<file path="src/rtl/mem_loader_pkg.sv">
`default_nettype none
// ============================================================================
// Module   : mem_loader_pkg
// Brief    : Shared state encoding, port word width and helpers for mem_loader.
// Revision : 1.0 - initial release
// ============================================================================
package mem_loader_pkg;

  localparam int WORD_W = 32;

  typedef enum logic [2:0] {
    S_IDLE    = 3'd0,
    S_LOAD_I  = 3'd1,
    S_LOAD_D  = 3'd2,
    S_RUN     = 3'd3,
    S_RD_REQ  = 3'd4,
    S_RD_WAIT = 3'd5,
    S_RD_OUT  = 3'd6,
    S_DONE    = 3'd7
  } state_t;

  // nz = {rd, run, dmem, imem} non-zero flags; earlier phases already done are passed as 0
  function automatic state_t first_phase(input logic [3:0] nz);
    if (nz[0])      return S_LOAD_I;
    else if (nz[1]) return S_LOAD_D;
    else if (nz[2]) return S_RUN;
    else if (nz[3]) return S_RD_REQ;
    else            return S_DONE;
  endfunction

  function automatic logic [WORD_W-1:0] word_addr(input logic [WORD_W-1:0] idx,
                                                   input int step);
    return idx * WORD_W'(step);
  endfunction

endpackage
`default_nettype wire

</file>
<file path="src/rtl/mem_loader_run_timer.sv">
`default_nettype none
// ============================================================================
// Module   : run_timer
// Brief    : Loadable down-counter that times the processor run phase.
// Revision : 1.0 - initial release
// ============================================================================
module run_timer #(
  parameter int CNT_W = 16
) (
  input  logic             clk,
  input  logic             arst_n,
  input  logic             load,
  input  logic [CNT_W-1:0] load_val,
  input  logic             dec,
  output logic             zero,
  output logic             last
);

  logic [CNT_W-1:0] r_count;

  always_ff @(posedge clk or negedge arst_n) begin
    if (!arst_n) begin
      r_count <= '0;
    end else if (load) begin
      r_count <= load_val;
    end else if (dec && (r_count != '0)) begin
      r_count <= r_count - CNT_W'(1);
    end
  end

  assign zero = (r_count == '0);
  assign last = (r_count == CNT_W'(1));

endmodule
`default_nettype wire

</file>
<file path="src/rtl/mem_loader.sv">
`default_nettype none
// ============================================================================
// Module   : mem_loader
// Brief    : Streams words into instruction/data memories, runs the core for a
//            fixed cycle count, then streams data memory contents back out.
// Revision : 1.0 - initial release
// ============================================================================
module mem_loader
  import mem_loader_pkg::*;
#(
  parameter int ADDR_STEP = 4,
  parameter int CNT_W     = 16
) (
  input  logic              clk,
  input  logic              arst_n,
  input  logic              start,
  input  logic [9:0]        imem_len,
  input  logic [9:0]        dmem_len,
  input  logic [9:0]        rd_len,
  input  logic [CNT_W-1:0]  run_cycles,
  input  logic              in_valid,
  input  logic [WORD_W-1:0] in_data,
  output logic              in_ready,
  output logic              out_valid,
  output logic [WORD_W-1:0] out_data,
  input  logic              out_ready,
  output logic              busy,
  output logic              done,
  output logic              enable,
  output logic [WORD_W-1:0] addr_ext,
  output logic              wen_ext,
  output logic              ren_ext,
  output logic [WORD_W-1:0] wdata_ext,
  output logic [WORD_W-1:0] addr_ext_2,
  output logic              wen_ext_2,
  output logic              ren_ext_2,
  output logic [WORD_W-1:0] wdata_ext_2,
  input  logic [WORD_W-1:0] rdata_ext_2
);

  localparam int LEN_W = 10;

  state_t            r_state;
  state_t            w_next;
  logic [LEN_W-1:0]  r_idx;
  logic [LEN_W-1:0]  r_imem_len;
  logic [LEN_W-1:0]  r_dmem_len;
  logic [LEN_W-1:0]  r_rd_len;
  logic [WORD_W-1:0] r_out_data;
  logic [WORD_W-1:0] w_addr;
  logic              w_accept;
  logic              w_wr_i;
  logic              w_wr_d;
  logic              w_idx_clr;
  logic              w_idx_inc;
  logic              w_tmr_zero;
  logic              w_tmr_last;

  assign w_accept = ((r_state == S_IDLE) || (r_state == S_DONE)) && start;
  assign w_wr_i   = (r_state == S_LOAD_I) && in_valid;
  assign w_wr_d   = (r_state == S_LOAD_D) && in_valid;
  assign w_addr   = word_addr(WORD_W'(r_idx), ADDR_STEP);

  // Timer is loaded at start so its zero flag doubles as the "run phase present" flag
  run_timer #(
    .CNT_W (CNT_W)
  ) u_run_timer (
    .clk      (clk),
    .arst_n   (arst_n),
    .load     (w_accept),
    .load_val (run_cycles),
    .dec      (r_state == S_RUN),
    .zero     (w_tmr_zero),
    .last     (w_tmr_last)
  );

  always_ff @(posedge clk or negedge arst_n) begin
    if (!arst_n) begin
      r_state <= S_IDLE;
    end else begin
      r_state <= w_next;
    end
  end

  always_comb begin
    w_next = r_state;
    case (r_state)
      S_IDLE, S_DONE: begin
        if (start) begin
          w_next = first_phase({rd_len != '0, run_cycles != '0,
                                dmem_len != '0, imem_len != '0});
        end
      end
      S_LOAD_I: begin
        if (in_valid && (r_idx == r_imem_len - LEN_W'(1))) begin
          w_next = first_phase({r_rd_len != '0, !w_tmr_zero, r_dmem_len != '0, 1'b0});
        end
      end
      S_LOAD_D: begin
        if (in_valid && (r_idx == r_dmem_len - LEN_W'(1))) begin
          w_next = first_phase({r_rd_len != '0, !w_tmr_zero, 2'b00});
        end
      end
      S_RUN: begin
        if (w_tmr_last) begin
          w_next = first_phase({r_rd_len != '0, 3'b000});
        end
      end
      S_RD_REQ:  w_next = S_RD_WAIT;
      S_RD_WAIT: w_next = S_RD_OUT;
      S_RD_OUT: begin
        if (out_ready) begin
          w_next = (r_idx == r_rd_len - LEN_W'(1)) ? S_DONE : S_RD_REQ;
        end
      end
      default: w_next = S_IDLE;
    endcase
  end

  always_comb begin
    in_ready    = 1'b0;
    wen_ext     = 1'b0;
    ren_ext     = 1'b0;
    addr_ext    = '0;
    wdata_ext   = '0;
    wen_ext_2   = 1'b0;
    ren_ext_2   = 1'b0;
    addr_ext_2  = '0;
    wdata_ext_2 = '0;
    enable      = 1'b0;
    out_valid   = 1'b0;
    busy        = 1'b1;
    done        = 1'b0;
    case (r_state)
      S_IDLE: busy = 1'b0;
      S_DONE: begin
        busy = 1'b0;
        done = 1'b1;
      end
      S_LOAD_I: begin
        in_ready = 1'b1;
        if (w_wr_i) begin
          wen_ext   = 1'b1;
          addr_ext  = w_addr;
          wdata_ext = in_data;
        end
      end
      S_LOAD_D: begin
        in_ready = 1'b1;
        if (w_wr_d) begin
          wen_ext_2   = 1'b1;
          addr_ext_2  = w_addr;
          wdata_ext_2 = in_data;
        end
      end
      S_RUN: enable = 1'b1;
      S_RD_REQ: begin
        ren_ext_2  = 1'b1;
        addr_ext_2 = w_addr;
      end
      S_RD_OUT: out_valid = 1'b1;
      default: ;
    endcase
  end

  // The read index survives the RD_REQ/RD_WAIT/RD_OUT loop; every other state change starts a new phase
  assign w_idx_clr = ((w_next != r_state) &&
                      (r_state inside {S_IDLE, S_DONE, S_LOAD_I, S_LOAD_D, S_RUN})) ||
                     ((r_state == S_RD_OUT) && (w_next == S_DONE));
  assign w_idx_inc = w_wr_i || w_wr_d || ((r_state == S_RD_OUT) && out_ready);

  always_ff @(posedge clk or negedge arst_n) begin
    if (!arst_n) begin
      r_idx      <= '0;
      r_imem_len <= '0;
      r_dmem_len <= '0;
      r_rd_len   <= '0;
      r_out_data <= '0;
    end else begin
      if (w_accept) begin
        r_imem_len <= imem_len;
        r_dmem_len <= dmem_len;
        r_rd_len   <= rd_len;
      end
      if (w_idx_clr) begin
        r_idx <= '0;
      end else if (w_idx_inc) begin
        r_idx <= r_idx + LEN_W'(1);
      end
      if (r_state == S_RD_WAIT) begin
        r_out_data <= rdata_ext_2;
      end
    end
  end

  assign out_data = r_out_data;

endmodule
`default_nettype wire
</file>
<file path="config.mk">
export PLATFORM = sky130hd
export DESIGN_NAME = mem_loader
export DESIGN_NICKNAME = d
export VERILOG_FILES = /design/src/rtl/mem_loader_pkg.sv /design/src/rtl/mem_loader_run_timer.sv /design/src/rtl/mem_loader.sv
export SDC_FILE = /design/constraint.sdc
export NUM_CORES = 1
export LEC_CHECK = 0
export ABC_AREA = 1
export CAP_MARGIN = 0
export CELL_PAD_IN_SITES_DETAIL_PLACEMENT = 0
export CELL_PAD_IN_SITES_GLOBAL_PLACEMENT = 2
export CORE_ASPECT_RATIO = 0.75
export CORE_MARGIN = 8
export CORE_UTILIZATION = 23
export CTS_CLUSTER_DIAMETER = 30
export CTS_CLUSTER_SIZE = 20
export DETAILED_ROUTE_END_ITERATION = 8
export GPL_TIMING_DRIVEN = 0
export PLACE_DENSITY_LB_ADDON = 0.1
export RECOVER_POWER = 50
export SETUP_SLACK_MARGIN = 0.2
export SYNTH_ARGS = -nofsm -noshare
export SYNTH_HDL_FRONTEND = slang
export SYNTH_SLANG_ARGS = --single-unit
</file>
<file path="constraint.sdc">
create_clock -name clk -period 3.8 [get_ports clk]
set_clock_uncertainty 0.05 [all_clocks]
set_input_delay 0.38 -clock clk [delete_from_list [all_inputs] [get_ports clk]]
set_output_delay 0.38 -clock clk [all_outputs]
set_load 0.01 [all_outputs]
</file>
# --- After elaboration in Yosys (flattened, before gate mapping) ---
# Cells that the tools add are included.
totals:
  register_bits: 91
  in_bits: 115
  word_cells: 88
op_classes:
  add_sub_neg: 5
  reduce_logical: 27
  muxes: 36
  eq_ne: 13
ops:
  columns: ["cell", "n"]
  rows:
  - ["$mux W32", 4]
  - ["$reduce_bool A10 Y1", 5]
  - ["$mux W12", 3]
  - ["$mux W16", 2]
  - ["$reduce_bool A16 Y1", 2]
  - ["$eq A10 B10 Y1", 3]
  - ["$mux W3", 10]
  - ["$sub A10 B1 Y10 const B", 3]
  - ["$pmux W12 S2", 1]
  - ["$pmux W3 S7", 1]
  - ["$mux W10", 2]
  - ["$eq A16 B1 Y1 const B", 1]
  - ["$logic_not A16 Y1", 1]
  - ["$sub A16 B1 Y16 const B", 1]
  - ["$eq A3 B3 Y1 const B", 5]
  - ["$add A10 B1 Y10 const B", 1]
  - ["$mux W1", 10]
  - ["$logic_and A1 B1 Y1", 9]
  - ["$eq A3 B2 Y1 const B", 2]
  - ["$mux W2", 3]
  - ["$reduce_bool A5 Y1", 1]
  - ["$logic_or A1 B1 Y1", 4]
  - ["$reduce_bool A2 Y1", 2]
  - ["$reduce_or A2 Y1", 2]
  - ["3 further kinds", 3]

# --- Depth between registers and ports, before layout ---
logic_depth:
  word_depth: 11
  mapped_depth: 22
  mapped_depth_nobuf: 22

# --- Hierarchy ---
# Synthesis repeated with hierarchy kept, for this count alone.
unflattened:
  cells_unflattened: 961
  hier_area_um2: 6648.9
by_module_without_submodules:
  columns: ["mod", "area_per_inst_um2", "cells_each", "n_inst"]
  rows:
  - ["mem_loader", 5444.0, 783, 1]
  - ["run_timer", 1204.9, 178, 1]

# --- Worst setup path before layout ---
# No wires, ideal clock.
synth_path:
  kind: "reg2reg"
  startpoint: "register r_dmem_len[0]"
  endpoint: "register r_idx[7]"
  synth_period_minus_slack_ns: 2.136
  setup_time_ns: 0.121
  required_ns: 3.629
  t_arrival_ns: 1.965
  setup_slack_ns: 1.664
  path_stages_with_launch: 15
  cell_sequence: "dfrtp_1 > inv_1 > ha_1 > nand2_2 > nor2_2 > nand2_1 > nand3_1 > nand2_1 > nor2_2 > a21oi_1 > or2_0 > a21oi_2 > nand2_2 > nand2_4 > nor2_1"
synth_between:
  elab_chain_cells: 9
  word_cells_on_any_way: 15
  cone_classes: "add/sub: 1; eq/ne: 3; mux: 5; reduce/logical: 6"
synth_rtl:
  columns: ["item", "line_no", "rtl"]
  rows:
  - ["start: declaration", "mem_loader.sv:47", "logic [LEN_W-1:0] r_dmem_len;"]
  - ["start signal: assignment", "mem_loader.sv:182", "r_dmem_len <= dmem_len;"]
  - ["$sub A10 B1 Y10", "mem_loader.sv:100", "if (in_valid && (r_idx == r_dmem_len - LEN_W'(1))) begin"]
  - ["$eq A10 B10 Y1", "mem_loader.sv:100", null]
  - ["$logic_and A1 B1 Y1", "mem_loader.sv:100", null]
  - ["$mux W3", "mem_loader.sv:100", null]
  - ["$pmux W3 S7 (*)", "mem_loader.sv:87", "case (r_state)"]
  - ["net w_next[0]", "mem_loader.sv:44", "state_t w_next;"]
  - ["$ne A3 B3 Y1 / $eq A3 B3 Y1 (equally long branches)", "mem_loader.sv:167, mem_loader.sv:169", null]
  - ["$logic_and A1 B1 Y1, on equally long branches", "mem_loader.sv:167, mem_loader.sv:169", null]
  - ["$logic_or A1 B1 Y1 (*)", "mem_loader.sv:168", "(r_state inside {S_IDLE, S_DONE, S_LOAD_I, S_LOAD_D, S_RUN})) ||"]
  - ["$mux W10 / $reduce_bool A2 Y1 (equally long branches)", null, null]
  - ["end signal: assignment", "mem_loader.sv:188", "r_idx <= r_idx + LEN_W'(1);"]
  - ["end: declaration", "mem_loader.sv:45", "logic [LEN_W-1:0] r_idx;"]
# The timed path passes the listed nets; every way through them passes the cells marked *.
# A chain may end at the register's enable or synchronous reset.

# --- Worst setup path after layout ---
layout_path:
  startpoint: "register r_state[1]"
  endpoint: "output addr_ext_2[11]"
layout_between:
  elab_chain_cells: 4
  word_cells_on_any_way: 5
  cone_classes: "eq/ne: 2; mux: 2; reduce/logical: 1"
layout_rtl:
  columns: ["item", "line_no", "rtl"]
  rows:
  - ["start: declaration", "mem_loader.sv:43", "state_t r_state;"]
  - ["start signal: assignment", "mem_loader.sv:81", "r_state <= w_next;"]
  - ["$eq A3 B2 Y1", "mem_loader.sv:61, mem_loader.sv:134", null]
  - ["$logic_and A1 B1 Y1", "mem_loader.sv:61", "assign w_wr_d = (r_state == S_LOAD_D) && in_valid;"]
  - ["$mux W12", "mem_loader.sv:150", "if (w_wr_d) begin"]
  - ["$pmux W12 S2 (*)", "mem_loader.sv:134", "case (r_state)"]
  - ["end: declaration", "mem_loader.sv:34", "output logic [WORD_W-1:0] addr_ext_2,"]
# Every way passes the cells marked *; elsewhere a longest branch is shown, timed or not.

==> results.md <==
- Status: finished, final reports clean
- Root buffer cell: clkbuf_16
- Synthesized area: 6350 µm²
- Worst path max stage delay: 690 ps
- Cell area after placement: 9360 µm²
- Crit-path slowest cell: nor2_1
- Post-synth EDFFs: 0
- Synth area leaders: dfrtp_1 36%, nand2_1 13%, nor2_1 11%, inv_1 7.4%, mux2_2 5.7%
- Max Used Layer: met5
- Clock H-tree levels: 3
- I/O pin cnt: 284
- Tmin final: 3000 ps
- Leakage: 4.57 nW
- Yosys reg bits: 91
- Worst path arrival time: 2570 ps
- Clk pwr share: 16.0%
- Total Routing Usage GR: 15.6%
- Primary FF master, synth: dfrtp_1
- Max Fclk: 333 MHz
- Post-DP HPWL: 21700 µm
- # DRC: 0
- Comb pwr share: 55.7%
- Max_cap viols: 0
- Post-synth top area cell: dfrtp_1
- Relative slew slack: 9.30%
- Starting density of the core: 23.5%
- Final Hold Fails: 0
- Final Cell Area: 9660 µm²
- Hold crit path type: reg -> reg
- Die Area: 33200 µm²
- Worst path most repeated cell: nor2_1
- Most common cell after layout, fill and taps aside: nand2_1
- Row Count: 52
- Ys async rst share: 100%
- R2r startpoint: r_rd_len[0]
- Register area share after synthesis: 35.9%
- Die width: 208 µm
- Antenna diode count: 0
- Filler cells: 2975
- Slew Limit Fails: 0
- Die Y: 160 µm
- Fin crit share: 79.1%
- Type of the worst setup path: reg -> out
- Multi-input combinational cell area: 3290 µm²
- Wirelength per Cell: 16.6 µm
- CTS resizes: 0
- Nets: 1346
- CTS Buf Count: 9
- Yosys warnings: 0
- Total Neg Setup Slack: 0 ps
- Initial DRC Count: 394
- IO buf count: 238
- Routed Antenna Nets: 0
- Clk slew on worst S/H paths: 70 ps
- Worst-Margin Slew: 1360 ps
- Initial antenna violation count: 2
- Sw Ratio: 44.8%
- Power share of the sequential group: 28.3%
- Detailed Route WL: 26200 µm
- Pwr/cell area: 635 nW/µm²
- Crit path buf inv count: 2
- Pre-Repair DR Iteration Count: 4
- Most frequent cells in the layout: 226 x nand2_1, 205 x clkdlybuf4s50_1, 192 x nor2_1
- Cell breakdown of the critical path: inv_1, nor2_1, nand2_1, nor2_2, nor2_1, nor2_1, clkdlybuf4s50_1
- Largest net degree at the start of global routing: 50
- Internal: 3.39 mW
- Post-synth top area share: 35.9%
- Syn Area/Cell: 6.83 µm²
- Synthesis-to-finish area growth: 52.2%
- CTS tree: built
- Clk Latency, worst-skew pair: 360 ps
- Vias in the first global route: 6753
- Mean number of vias per cell: 4.13
- Final setup viols: 0
- Global-route wire length before repair: 40500 µm
- Core area: 27100 µm²
- Net Switching: 2.75 mW
- Post-Syn Instances: 930
- CP Capture Type: output pin
- Clock Sinks: 91
- Unrepaired setup endpoints after global routing: no
- Hold Crit Start: out_data[16]
- Share of cells above drive strength 1: 10.2%
- Max VDD drop: 0.299 mV
- Placer Congestion: 0.756
- Metal-1 WL: 11900 µm
- Delay-heaviest family, CP: simple AND/OR/NAND/NOR gates
- Required time worst endpoint: 3370 ps
- Metal3 WL: 1920 µm
- Synth cell types: 42
- Critical path startpoint: r_state[1]
- Via count: 6534
- Clock tree buffer depth: 2
- Min Hold Slack: 449 ps
- CP max FO: 10
- Metal2 WL: 12100 µm
- GRT overflow: 0
- FF+latch area: 2280 µm²
- Worst setup SP type: flip-flop
==> what timing repair did <==
item | CTS | global route
buffers inserted | 0 | 0
hold buffers | 1 | 0
endpoints found under the hold margin | 2 | 0
==> state kept, by name, indices dropped and copies added, names as in the netlist <==
| signal | cells |
|---|---|
| out_data | 32 |
| u_run_timer.r_count | 16 |
| r_dmem_len | 10 |
| r_idx | 10 |
| r_imem_len | 10 |
| r_rd_len | 10 |
| r_state | 3 |
==> Yosys cell counts, types with 2 or more instances <==
cell type / number
buf_6: 2
a21oi_1: 12
xor2_1: 15
nor2_1: 192
o211ai_1: 8
buf_4: 46
clkbuf_1: 14
nor3_1: 10
xnor2_1: 11
o21ai_0: 40
nand4_1: 5
ha_1: 6
inv_2: 3
o21ai_1: 2
buf_2: 6
nand2_2: 3
dfrtp_1: 91
inv_1: 125
nor2_2: 7
nor4_1: 3
nand2_1: 226
nand3_1: 51
mux2_2: 32
clkbuf_2: 2
==> final cells by class <==
cell class                      count  share of cell area (%)
Buffer                             70                    4.77
Clock buffer                        9                    2.33
Clock inverter                      7                   0.907
Timing Repair Buffer              240                    24.8
Inverter                          129                    5.01
Tap cell                          351                    4.55
Multi-Input combinational cell    684                    34.1
Sequential cell                    91                    23.6
==> power groups by stage <==
stage / Clock, mW / Combinational, mW / Sequential (mW)
finish: 0.985 / 3.42 / 1.74
global route: 1.06 / 3.88 / 1.81
CTS: 1.03 / 3.55 / 1.75
detailed placement: 0 / 3.53 / 1.76
global placement: 0 / 3.56 / 1.76
floorplan: 0 / 2.04 / 1.77
==> per-layer routing <==
layer  global-route usage, %  vias to the layer above
met5                       0                        -
met2                    25.5                      144
met3                    5.50                       19
met4                    2.45                        4
li1                        -                     3371
met1                    19.9                     2996
==> cell families after synthesis <==
group                    synth area share, %
buffers and inverters                   14.9
other                                 0.0591
multiplexers                            5.67
AND/OR/NAND/NOR                         32.5
adder cells (fa/ha/maj)                 1.18
XOR/XNOR                                3.59
flip-flops                              35.9
AO/OA/AOI/OAI                           6.27
==> worst register-to-register path, stage by stage, from the launching register on <==
cell and delay (ps):
dfrtp_1 380, inv_1 180, ha_1 230, nand2_1 110
nor2_1 200, nand2_1 110, o21ai_0 90, nand2_1 80
nor2_1 120, nand4_1 300, nand2_1 150, nand2_1 70
nand3_1 110, nand2_1 80, nand2_1 60, nand2_1 50
nand2_1 60, nand2_2 60, nand2_4 150, nor2_1 70
==> path summary, 6_finish.rpt <==
check / end / slack [ps] / depth (start not counted)
worst min-delay path: out_data[16] / 450 / 1
worst max register to register: r_idx[5] / 970 / 19
worst min register to register: out_data[16] / 450 / 1
min in group asynchronous: u_run_timer.r_count[1] / 510 / 2
max in group asynchronous: out_data[30] / 1460 / 3
worst max-delay path: addr_ext_2[11] / 800 / 7
==> through the flow <==
| stage | instances | worst slack [ps] | power, mW | util [%] |
|---|---|---|---|---|
| after floorplan | 974 | 1660 | 3.81 | - |
| after global placement | 1563 | -1710 | 5.31 | 34.5 |
| after detailed placement | 1564 | 776 | 5.29 | 34.6 |
| after CTS | 1581 | 708 | 6.33 | 35.8 |
| after global routing | 1581 | 550 | 6.74 | 35.7 |
| final | 1581 | 795 | 6.14 | 35.7 |
(Power assumes the default switching activity.)
